==> src/rtl/bus_pkg.sv <==
// Shared bus definitions: field widths, master transmit FSM states, burst-word layout.
package bus_pkg;
   localparam int ADDR_W  = 12;
   localparam int DATA_W  = 8;
   localparam int BURST_W = 13;

   typedef enum logic [2:0] {IDLE, REQ, SHIFT, LOAD, BREQ, BSHIFT, DONE} mop_state_e;

   // Burst word: bit 0 enables the burst, the upper bits count extra beats.
   typedef struct packed {
      logic [BURST_W-2:0] cnt;
      logic               en;
   } burst_t;

   function automatic logic [BURST_W-2:0] burst_beats(input burst_t b);
      return b.en ? b.cnt : '0;
   endfunction
endpackage

==> src/rtl/piso_shifter.sv <==
// LSB-first parallel-in/serial-out shifter with a registered serial output and a done flag.
// Define MASTER_OUT_PARITY_EN to append an even-parity bit after the field.
module piso_shifter #(
   parameter int WIDTH = 8
) (
   input  logic             clk_i,
   input  logic             reset_i,
   input  logic             load_i,
   input  logic             shift_i,
   input  logic [WIDTH-1:0] din_i,
   output logic             sout_o,
   output logic             last_o
);
`ifdef MASTER_OUT_PARITY_EN
   localparam int NBITS = WIDTH + 1;
`else
   localparam int NBITS = WIDTH;
`endif
   localparam int CW = $clog2(NBITS + 1);

   logic [NBITS-1:0] sr_q;
   logic [CW-1:0]    cnt_q;
   logic             sout_q;

   // Loading clears the output so the cycle after the handshake is idle on the line;
   // once the field is exhausted zeros shift out and the line returns to 0.
   always_ff @(posedge clk_i) begin
      if (reset_i) begin
         sr_q   <= '0;
         cnt_q  <= '0;
         sout_q <= 1'b0;
      end else if (load_i) begin
`ifdef MASTER_OUT_PARITY_EN
         sr_q   <= {^din_i, din_i};
`else
         sr_q   <= din_i;
`endif
         cnt_q  <= '0;
         sout_q <= 1'b0;
      end else if (shift_i) begin
         sout_q <= sr_q[0];
         sr_q   <= sr_q >> 1;
         if (cnt_q != CW'(NBITS)) cnt_q <= cnt_q + 1'b1;
      end
   end

   assign sout_o = sout_q;
   assign last_o = (cnt_q == CW'(NBITS));
endmodule

==> src/rtl/master_out_port.sv <==
// master_out_port: master-side serial transmit port (address + write data, LSB first, bursts).
// Define MASTER_OUT_PARITY_EN to append an even-parity bit to each serial field.
module master_out_port #(
   parameter int ADDR_W  = bus_pkg::ADDR_W,
   parameter int DATA_W  = bus_pkg::DATA_W,
   parameter int BURST_W = bus_pkg::BURST_W
) (
   input  logic               clk,
   input  logic               reset,
   input  logic               start,
   input  logic               wr,
   input  logic [ADDR_W-1:0]  addr_in,
   input  logic [DATA_W-1:0]  data_in,
   input  logic [BURST_W-1:0] burst_in,
   input  logic               slave_ready,
   output logic               master_valid,
   output logic               tx_addr,
   output logic               tx_data,
   output logic               write_en,
   output logic               read_en,
   output logic [BURST_W-1:0] burst,
   output logic               data_req,
   output logic               busy,
   output logic               tx_done
);
   import bus_pkg::*;

   mop_state_e         state_q;
   logic               wr_q;
   logic [ADDR_W-1:0]  addr_q;
   logic [DATA_W-1:0]  data_q;
   logic [BURST_W-1:0] burst_q;
   logic [BURST_W-2:0] beats_q;
   logic               master_valid_q, write_en_q, read_en_q;
   logic               data_req_q, busy_q, tx_done_q;
   logic               hs, shift_en, addr_load, data_load, addr_last, data_last;
   logic [DATA_W-1:0]  data_ld;

   assign hs        = master_valid_q & slave_ready;
   assign shift_en  = (state_q == SHIFT) || (state_q == BSHIFT);
   assign addr_load = hs && (state_q == REQ);
   assign data_load = hs && ((state_q == REQ) || (state_q == BREQ));
   // Reads send an all-zero data field so tx_data stays low.
   assign data_ld   = wr_q ? data_q : '0;

   always_ff @(posedge clk) begin
      if (reset) begin
         state_q        <= IDLE;
         wr_q           <= 1'b0;
         addr_q         <= '0;
         data_q         <= '0;
         burst_q        <= '0;
         beats_q        <= '0;
         master_valid_q <= 1'b0;
         write_en_q     <= 1'b0;
         read_en_q      <= 1'b0;
         data_req_q     <= 1'b0;
         busy_q         <= 1'b0;
         tx_done_q      <= 1'b0;
      end else begin
         data_req_q <= 1'b0;
         tx_done_q  <= 1'b0;
         case (state_q)
            IDLE: if (start) begin
               wr_q           <= wr;
               addr_q         <= addr_in;
               data_q         <= data_in;
               burst_q        <= burst_in;
               beats_q        <= burst_beats(burst_t'(burst_in));
               write_en_q     <= wr;
               read_en_q      <= ~wr;
               busy_q         <= 1'b1;
               master_valid_q <= 1'b1;
               state_q        <= REQ;
            end
            REQ: if (hs) begin
               master_valid_q <= 1'b0;
               state_q        <= SHIFT;
            end
            SHIFT: if (addr_last) begin
               if (wr_q && (beats_q != '0)) begin
                  data_req_q <= 1'b1;
                  state_q    <= LOAD;
               end else begin
                  tx_done_q  <= 1'b1;
                  state_q    <= DONE;
               end
            end
            LOAD: begin
               data_q         <= data_in;
               master_valid_q <= 1'b1;
               state_q        <= BREQ;
            end
            BREQ: if (hs) begin
               master_valid_q <= 1'b0;
               if (beats_q != '0) beats_q <= beats_q - 1'b1;
               state_q        <= BSHIFT;
            end
            BSHIFT: if (data_last) begin
               if (beats_q != '0) begin
                  data_req_q <= 1'b1;
                  state_q    <= LOAD;
               end else begin
                  tx_done_q  <= 1'b1;
                  state_q    <= DONE;
               end
            end
            DONE: begin
               busy_q     <= 1'b0;
               write_en_q <= 1'b0;
               read_en_q  <= 1'b0;
               state_q    <= IDLE;
            end
            default: state_q <= IDLE;
         endcase
      end
   end

   piso_shifter #(.WIDTH(ADDR_W)) u_addr_sh (
      .clk_i   (clk),
      .reset_i (reset),
      .load_i  (addr_load),
      .shift_i (shift_en),
      .din_i   (addr_q),
      .sout_o  (tx_addr),
      .last_o  (addr_last)
   );

   piso_shifter #(.WIDTH(DATA_W)) u_data_sh (
      .clk_i   (clk),
      .reset_i (reset),
      .load_i  (data_load),
      .shift_i (shift_en),
      .din_i   (data_ld),
      .sout_o  (tx_data),
      .last_o  (data_last)
   );

   assign master_valid = master_valid_q;
   assign write_en     = write_en_q;
   assign read_en      = read_en_q;
   assign burst        = burst_q;
   assign data_req     = data_req_q;
   assign busy         = busy_q;
   assign tx_done      = tx_done_q;
endmodule
==> config.mk <==
export PLATFORM = sky130hd
export DESIGN_NAME = master_out_port
export DESIGN_NICKNAME = d
export VERILOG_FILES = /design/src/rtl/bus_pkg.sv /design/src/rtl/piso_shifter.sv /design/src/rtl/master_out_port.sv
export SDC_FILE = /design/constraint.sdc
export NUM_CORES = 1
export LEC_CHECK = 0
export CAP_MARGIN = 10
export CELL_PAD_IN_SITES_DETAIL_PLACEMENT = 2
export CELL_PAD_IN_SITES_GLOBAL_PLACEMENT = 2
export CORE_UTILIZATION = 32
export DETAILED_ROUTE_END_ITERATION = 6
export PLACE_DENSITY_LB_ADDON = 0.1
export SYNTH_ARGS = -nofsm -noshare
export SYNTH_HDL_FRONTEND = slang
export SYNTH_SLANG_ARGS = --single-unit
==> constraint.sdc <==
create_clock -name clk -period 2.85 [get_ports clk]
set_input_delay 0.4275 -clock clk [delete_from_list [all_inputs] [get_ports clk]]
set_output_delay 0.4275 -clock clk [all_outputs]
set_load 0.1 [all_outputs]
---- Yosys cells after proc, flatten, opt, wreduce, memory -nomap -nowiden ----
Index checks and enable logic that the tools add are counted.
cells by class
  add/sub/neg operators ................... 3
  equality and inequality tests ........... 17
  mux-type cells .......................... 38
  bitwise operators ....................... 2
  reduce and logical (&&, ||, !) cells .... 24
operator list
  cell                                                    number
  two-way mux 12 bit                                      6
  two-way mux 8 bit                                       4
  one-hot mux 12 bit (2 select lines)                     1
  two-way mux 3 bit                                       7
  one-hot mux 3 bit (6 select lines)                      1
  one-hot mux 8 bit (2 select lines)                      1
  two-way mux 1 bit                                       12
  nonzero test 12 bit                                     1
  subtractor 12 x 1 -> 12 bit (second input constant)     1
  inequality test 2 bit (second input constant)           5
  one-hot mux 1 bit (2 select lines)                      5
  AND reduction 2 bit                                     5
  nonzero test 2 bit                                      5
  equality test 3 bit (second input constant)             3
  adder 4 x 1 -> 4 bit (second input constant)            2
  equality test 4 bit (second input constant)             2
  inequality test 4 bit (second input constant)           2
  equality test 3 x 2 -> 1 bit (second input constant)    2
  OR reduction 2 bit                                      3
  AND reduction 5 bit                                     1
  inequality test 2 x 1 -> 1 bit (second input constant)  2
  AND reduction 4 bit                                     1
  equality test 3 x 1 -> 1 bit (second input constant)    1
  logical AND 1 bit                                       3
  other kinds (7)                                         8
storage, ports and cells
  register bits after elaboration ......... 85
  input bits .............................. 38
  output and inout bits ................... 21
  word-level logic and storage cells ...... 102

---- Depth between registers and ports, before layout ----
Gate-level depths: netlist of run 1.
  depth in word-level cells ............... 5
  mapped depth ............................ 8
  gate-level depth less buffers ........... 6

---- Cells and area by module ----
A second synthesis of run 1 with hierarchy kept.
unflattened totals
  cell total of the unflattened synthesis .. 477
  area, all modules ....................... 4144.0 um^2
modules (own cells, without submodules)
  module                    instances  cells an instance  area an instance (um^2)  sequential area each (um^2)
  master_out_port           1          333                2666.3                   1101.1
  piso_shifter (u_addr_sh)  1          82                 827.0                    340.3
  piso_shifter (u_data_sh)  1          62                 650.6                    260.2

---- Least setup slack after synthesis of run 1 ----
No wires, ideal clock.
  path kind ............................... flip-flop to flip-flop
  start point ............................. reg master_valid_q, in the netlist master_valid
  end point ............................... reg u_data_sh.sr_q[5]
  library setup time ...................... 0.142 ns
  arrival ................................. 2.152 ns
  required time ........................... 2.708 ns
  setup slack ............................. 0.556 ns
  stages on the path, launching flop included .. 7
  buffers on the path ..................... 2
  period minus slack after synthesis ...... 2.294 ns
  cells stage by stage .................... dfxtp_1 > nand2_1 > or3_1 > clkbuf_1 > clkbuf_1 > a21oi_1 > a311oi_1
between the ends
  longest elaborated chain between the ends .. 3
  elaborated cells between the ends (all ways) .. 4
  those cells by class .................... mux (1); bitwise (1); reduce/logical (2)
ends and longest elaborated chain
  element                                                  RTL line               text
  start, declared                                          master_out_port.sv:34  logic master_valid_q, write_en_q, read_en_q;
  start signal, assigned                                   master_out_port.sv:54  master_valid_q <= 1'b0;
  start signal, assigned                                   master_out_port.sv:73  master_valid_q <= 1'b1;
  start signal, assigned                                   master_out_port.sv:77  master_valid_q <= 1'b0;
  bitwise AND 1 bit (*)                                    master_out_port.sv:39  assign hs = master_valid_q & slave_ready;
  logical AND 1 bit (*)                                    master_out_port.sv:42  assign data_load = hs && ((state_q == REQ) || (state_q == BREQ));
  two-way mux 8 bit or nonzero test 2 bit (tied branches)  n/a
  end signal, assigned                                     piso_shifter.sv:36     sr_q <= din_i;
  end signal, assigned                                     piso_shifter.sv:42     sr_q <= sr_q >> 1;
  end, declared                                            piso_shifter.sv:21     logic [NBITS-1:0] sr_q;
Every way passes the cells marked *; elsewhere a longest branch is shown, timed or not.
A chain may end at the register's enable or synchronous reset.

---- Worst setup path in the final report of run 1 ----
  start point ............................. reg state_q[2]
  end point ............................... reg beats_q[7]
between the ends
  longest elaborated chain between the ends .. 3
  elaborated cells between the ends (all ways) .. 8
  those cells by class .................... eq/ne (4); mux (1); reduce/logical (3)
ends and longest elaborated chain
  element                                                           RTL line               text
  start, declared                                                   master_out_port.sv:28  mop_state_e state_q;
  start signal, assigned                                            master_out_port.sv:48  state_q <= IDLE;
  start signal, assigned                                            master_out_port.sv:74  state_q <= REQ;
  start signal, assigned                                            master_out_port.sv:78  state_q <= SHIFT;
  equality test 3 bit or logical NOT 3 bit (tied branches)          master_out_port.sv:63  case (state_q)
  inequality test 2 x 1 -> 1 bit (no line) (tied with other cells)  n/a
  AND reduction 4 bit (no line)                                     n/a
  end signal, assigned                                              master_out_port.sv:69  beats_q <= burst_beats(burst_t'(burst_in));
  end signal, assigned                                              master_out_port.sv:96  if (beats_q != '0) beats_q <= beats_q - 1'b1;
  end, declared                                                     master_out_port.sv:33  logic [BURST_W-2:0] beats_q;
Several ways; a longest one is shown, not always the timed one.

==> results of run 1 <==
[placed cells by master (no fill, tap or decap), drive strengths merged, types with 12 or more instances in the layout]
master / netlist / routed
dfxtp: 85 / 85
nand2b: 13 / 13
a211oi: 14 / 14
a311oi: 18 / 18
clkdlybuf4s50: 0 / 36
buf: 16 / 40
mux2i: 12 / 12
nor2: 35 / 35
nand2: 103 / 103
a21oi: 49 / 49
nor3: 13 / 13
[report_power, final]
group | total, µW | switching, µW | internal (µW)
Clock | 1200 | 516 | 684
Sequential | 1320 | 62.5 | 1260
Combinational | 650 | 432 | 218
Total | 3170 | 1010 | 2160
[worst max-delay path, stage by stage, from the launching register on]
cell,delay [ns]
dfxtp_1,0.59
or3b_1,0.76
nor4_1,0.58
a31oi_1,0.11
o32ai_1,0.24
[cells by family after synthesis]
logic type,after synthesis,share of synthesized area [%]
multiplexers,12,2.98
AO/OA/AOI/OAI,126,21.8
adder cells (fa/ha/maj),5,1.55
XOR/XNOR,6,1.30
buffers and inverters,53,6.03
AND/OR/NAND/NOR,207,24.1
flip-flops,85,42.2
[flip-flops by register name, indices dropped and copies added (netlist names), 3 cells and up]
signal / flops
u_data_sh.sr_q: 8
u_data_sh.cnt_q: 4
u_addr_sh.sr_q: 12
u_addr_sh.cnt_q: 4
beats_q: 12
burst: 13
data_q: 8
addr_q: 12
state_q: 3
[through the flow]
stage	total power [µW]	setup WS (ns)
3_5_place_dp	2000	0.514
3_3_place_gp	1980	0.572
4_1_cts	3220	0.502
6_report	3170	0.475
5_1_grt	3310	0.333
2_1_floorplan	1790	0.556
[layout make-up]
cell class | instances | area [µm²]
Clock buffer | 11 | 233
Fill cell | 1405 | 7150
Sequential cell | 85 | 1700
Multi-Input combinational cell | 356 | 2080
Inverter | 10 | 37.5
Timing Repair Buffer | 76 | 683
Clock inverter | 5 | 60.1
Tap cell | 168 | 210
[worst min path at each step]
stage,from,endpoint,slack (ns)
finish,addr_q[6],addr_q[6],0.46
global route,addr_q[4],addr_q[4],0.48
global placement,burst[4],burst[4],0.44
detailed placement,addr_q[4],addr_q[4],0.45
floorplan,addr_q[11],u_addr_sh.sr_q[11],0.43
CTS,burst[10],burst[10],0.46
[metal layers]
layer,vias up,global-route usage [%],wire length (µm)
li1,1835,-,-
met1,1916,24.6,5760
met2,62,38.3,6590
met3,14,3.81,369
met4,0,8.31,235
met5,-,0,0
==> impl_metrics.csv, run 1 <==
group,metric,value,unit
floorplanning,die_height,114,µm
setup_path,rr_endpoint,"beats_q[7]",
synth,yosysSeqAreaShare,42.2,%
global_route,grt_first_pass_wirelength,21.2,mm
timing,rsz0062_at_grt,"no",
detailed_routing,drc,0,
run,cap_violations,0,
timing,min_period,2.38,ns
floorplanning,ios,59,
clocking,cts_resized,0,
setup_path,crit_type,"reg -> reg",
timing,max_slew_margin,42.5,%
clocking,cts_setup_buffers,0,
setup_path,cp_data_arrival_time,2.63,ns
setup_path,cp_data_required_time,3.11,ns
synth,synth_cell_types,55,
timing,fmax,0.421,GHz
clocking,numCtsBuffers,9,
setup_path,critPathLaunch,"state_q[2]",
power,p_leak,0.00182,µW
clocking,cts.sinks,85,
synth,synth_common_cells,"nand2_1, dfxtp_1, a21oi_1, nor2_1, clkbuf_1",
timing,setup_viol,0,
setup_path,r2r_setup_slack,0.47,ns
synth,syn_avg_cell_area,8.15,µm²
min_path,min_path_cells,2,
timing,final_hold_viol_count,0,
clocking,clk_latency,0.35,ns
setup_path,setup.worst_path.start_class,"flop",
synth,synth_ff_type,"dfxtp_1",
setup_path,rr_worst_depth,4,
detailed_routing,firstDrtPassIters,4,
synth,synth_area_leaders,"dfxtp_1, nand2_1, a21oi_1",
synth,synthCells,494,
floorplanning,die_w,114,µm
floorplanning,core,0.0122,mm²
global_route,track_usage,21.2,%
global_route,gr-total-overflow,0,
detailed_routing,wl_per_cell,18.2,µm
timing,maxSlewViolCount,0,
timing,skew,0.00761,ns
setup_path,crit_fanout,24,
placed_design,gp_congestion,0.792,
min_path,holdCritPathClass,"reg -> reg",
clocking,path_clk_slew,0.07,ns
placed_design,dp.cells,695,
synth,synth_fp_nets,537,
global_route,antenna_found_initial,0,
detailed_routing,drtIter0Drc,75,
placed_design,post_dp_cell_area,0.00472,mm²
setup_path,r2r-start,"state_q[2]",
floorplanning,start_util,33.1,%
floorplanning,rows,40,
floorplanning,die_area,0.0130,mm²
clocking,htree_num_levels,3,
synth,post-synth-top-count-cell,"nand2_1",
cells_and_area,stdcell_area,0.00501,mm²
clocking,cts_tree,"built",
detailed_routing,final_antenna_net_count,0,
power,p_per_area,634,mW/mm²
setup_path,worstSetupEndpoint,"beats_q[7]",
timing,period_share,83.3,%
power,vdd_ir_drop_max,234,µV
placed_design,io_buffers,58,
global_route,first_global_vias,4116,
synth,synthArstFlopShare,0,%
timing,tightest_slew,0.863,ns
detailed_routing,via_count,3827,
cells_and_area,drive_above_1_share,12.0,%
synth,synth_area_leader_cell,"dfxtp_1",
synth,synth_seq_cells,85,
cells_and_area,antenna_cells,0,
cells_and_area,instances_no_fill,711,
clocking,cts.path.max_buffers,2,
synth,synth_area,0.00403,mm²
synth,yosysTopAreaCellShare,42.2,%
synth,synth_edf_count,0,
detailed_routing,via_per_inst,5.38,
cells_and_area,fin_util,41.2,%
timing,worst_hold_slack,0.462,ns
global_route,grt_max_degree,39,
placed_design,dpl.hpwl,8.90,mm
clocking,clockRootBuffer,"clkbuf_16",
cells_and_area,finalNetCount,581,
timing,setup_tns,0,ns
synth,synth_warnings,0,
run_status,status,"finished, final reports clean",
setup_path,cp-end-kind,"flop",
clocking,hold_buffers,0,
detailed_routing,wirelength,13.0,mm
cells_and_area,syn2layout_area_growth,24.4,%
Note: power is estimated with default switching activity, not from simulation.
==> run 2, diff against run 1 <==
--- a/config.mk
+++ b/config.mk
@@ -8,7 +8,7 @@
 export CAP_MARGIN = 10
 export CELL_PAD_IN_SITES_DETAIL_PLACEMENT = 2
 export CELL_PAD_IN_SITES_GLOBAL_PLACEMENT = 2
-export CORE_UTILIZATION = 32
+export CORE_UTILIZATION = 29
 export DETAILED_ROUTE_END_ITERATION = 6
 export PLACE_DENSITY_LB_ADDON = 0.1
 export SYNTH_ARGS = -nofsm -noshare
==> constraint.sdc (replaced) <==
create_clock -name clk -period 2.13 [get_ports clk]
set_input_delay 0.3195 -clock clk [delete_from_list [all_inputs] [get_ports clk]]
set_output_delay 0.3195 -clock clk [all_outputs]
set_load 0.1 [all_outputs]
==> run 2 against run 1 <==
Final area up 3.5%. Die area up 10%. Sequential share of layout area down 1.1 points. First-iteration DRC count up 100%. Critical path depth up 3. Total power up 37%. Utilization down 2.5 points. Clock skew down 0.0045 ns. Sequential power up 34%. Non-clock buffer count up 12. Largest power group unchanged. Highest routed layer unchanged.
==> impl_metrics.csv, run 2 (same netlist as run 1, synthesis figures left out) <==
group,metric,value,unit
floorplanning,core,0.0134,mm²
detailed_routing,drc,0,
setup_path,cp_data_arrival_time,2.18,ns
clocking,path_clk_slew,0.06,ns
power,p_leak,0.00192,µW
timing,final_hold_viol_count,0,
setup_path,rr_endpoint,"beats_q[8]",
detailed_routing,wl_per_cell,18.0,µm
setup_path,cp_data_required_time,2.35,ns
setup_path,r2r-start,"beats_q[1]",
placed_design,io_buffers,58,
clocking,numCtsBuffers,9,
cells_and_area,syn2layout_area_growth,28.8,%
floorplanning,die_height,120,µm
floorplanning,die_w,120,µm
detailed_routing,wirelength,13.1,mm
timing,skew,0.00310,ns
global_route,grt_max_degree,39,
min_path,min_path_cells,2,
timing,tightest_slew,0.606,ns
detailed_routing,final_antenna_net_count,0,
timing,min_period,1.97,ns
timing,setup_tns,0,ns
run_status,status,"finished, final reports clean",
detailed_routing,via_count,3877,
power,vdd_ir_drop_max,469,µV
detailed_routing,firstDrtPassIters,6,
clocking,cts_tree,"built",
cells_and_area,layout_commonest_cell,"nand2_1",
power,p_per_area,836,mW/mm²
min_path,holdCritPathClass,"in -> reg",
timing,period_share,92.4,%
run,cap_violations,0,
floorplanning,start_util,30.1,%
floorplanning,rows,42,
timing,setup_viol,0,
timing,maxSlewViolCount,0,
setup_path,crit_fanout,5,
placed_design,pre_cts_slack,0.0248,ns
floorplanning,die_area,0.0144,mm²
cells_and_area,drive_above_1_share,14.6,%
global_route,antenna_found_initial,0,
clocking,hold_buffers,0,
min_path,hold_start,"reset",
setup_path,r2r_setup_slack,0.16,ns
global_route,track_usage,19.6,%
timing,fmax,0.508,GHz
setup_path,cp-end-kind,"flop",
clocking,clk_latency,0.34,ns
placed_design,dpl.hpwl,9.43,mm
clocking,htree_num_levels,3,
cells_and_area,largest_register_ffs,13,
detailed_routing,drtIter0Drc,153,
cells_and_area,final_cell_mix,"nand2_1, dfxtp_1, a21oi_1, buf_4, clkdlybuf4s50_1",
placed_design,gp_congestion,0.763,
detailed_routing,via_per_inst,5.31,
cells_and_area,finalNetCount,593,
global_route,first_global_vias,4156,
setup_path,setup.worst_path.start_class,"flop",
global_route,grt_first_pass_wirelength,21.9,mm
setup_path,rr_worst_depth,7,
min_path,holdPathEnd,"busy",
timing,max_slew_margin,59.4,%
timing,rsz0062_at_grt,"no",
clocking,clockRootBuffer,"clkbuf_16",
cells_and_area,antenna_cells,0,
clocking,cts.path.max_buffers,2,
floorplanning,ios,59,
clocking,cts.sinks,85,
global_route,gr-total-overflow,0,
setup_path,crit_type,"reg -> reg",
timing,fin_ws,0.161,ns
[run 2: what timing repair did]
action                     CTS  global route
setup endpoints to repair    0            17
setup buffers                0             0
resized for setup            0             3
[run 2: report_power, final]
part	switching (µW)	internal, µW
clock network	686	939
logic	591	347
registers	84.6	1690
total	1360	2970
[run 2: stage by stage]
step           instance area [µm²]  instances  power (µW)  util, %  hold slack [ns]
3_3_place_gp                  4880        715        2720     36.4            0.445
4_1_cts                       5180        730        4400     38.6            0.332
2_1_floorplan                 4030        494        2390        -            0.432
6_report                      5190        730        4340     38.7            0.337
3_5_place_dp                  4880        715        2750     36.4            0.457
5_1_grt                       5190        730        4540     38.7            0.353
[run 2: routing by layer]
| layer | part of all wire (%) | global-route usage (%) | up-vias |
|---|---|---|---|
| li1 | - | - | 1864 |
| met1 | 48 | 24.6 | 1934 |
| met2 | 48 | 33.1 | 63 |
| met3 | 3.1 | 4.75 | 16 |
| met4 | 1.6 | 6.25 | 0 |
| met5 | 0 | 0 | - |
[run 2: critical path: stages, from the launching register on]
cell      delay (ns)
dfxtp_1         0.33
inv_1           0.08
ha_1            0.17
or3b_4          0.43
buf_4           0.18
o31a_1          0.27
a211oi_1        0.25
o32ai_1         0.14
[run 2: how the worst max path moves through the flow]
| stage | from | endpoint | slack (ns) |
|---|---|---|---|
| 2_1_floorplan | beats_q[0] | beats_q[7] | 0.14 |
| 3_3_place_gp | start | read_en | 0.10 |
| 3_5_place_dp | beats_q[1] | beats_q[1] | 0.02 |
| 4_1_cts | beats_q[1] | beats_q[1] | 0.003 |
| 5_1_grt | state_q[0] | u_addr_sh.sr_q[6] | 0.03 |
| 6_report | beats_q[1] | beats_q[8] | 0.16 |
[run 2: cell type report]
type	count	area [µm²]
Clock inverter	5	60.1
Tap cell	176	220
Inverter	10	37.5
Fill cell	1537	8210
Multi-Input combinational cell	356	2090
Sequential cell	85	1700
Timing Repair Buffer	88	840
Clock buffer	10	239
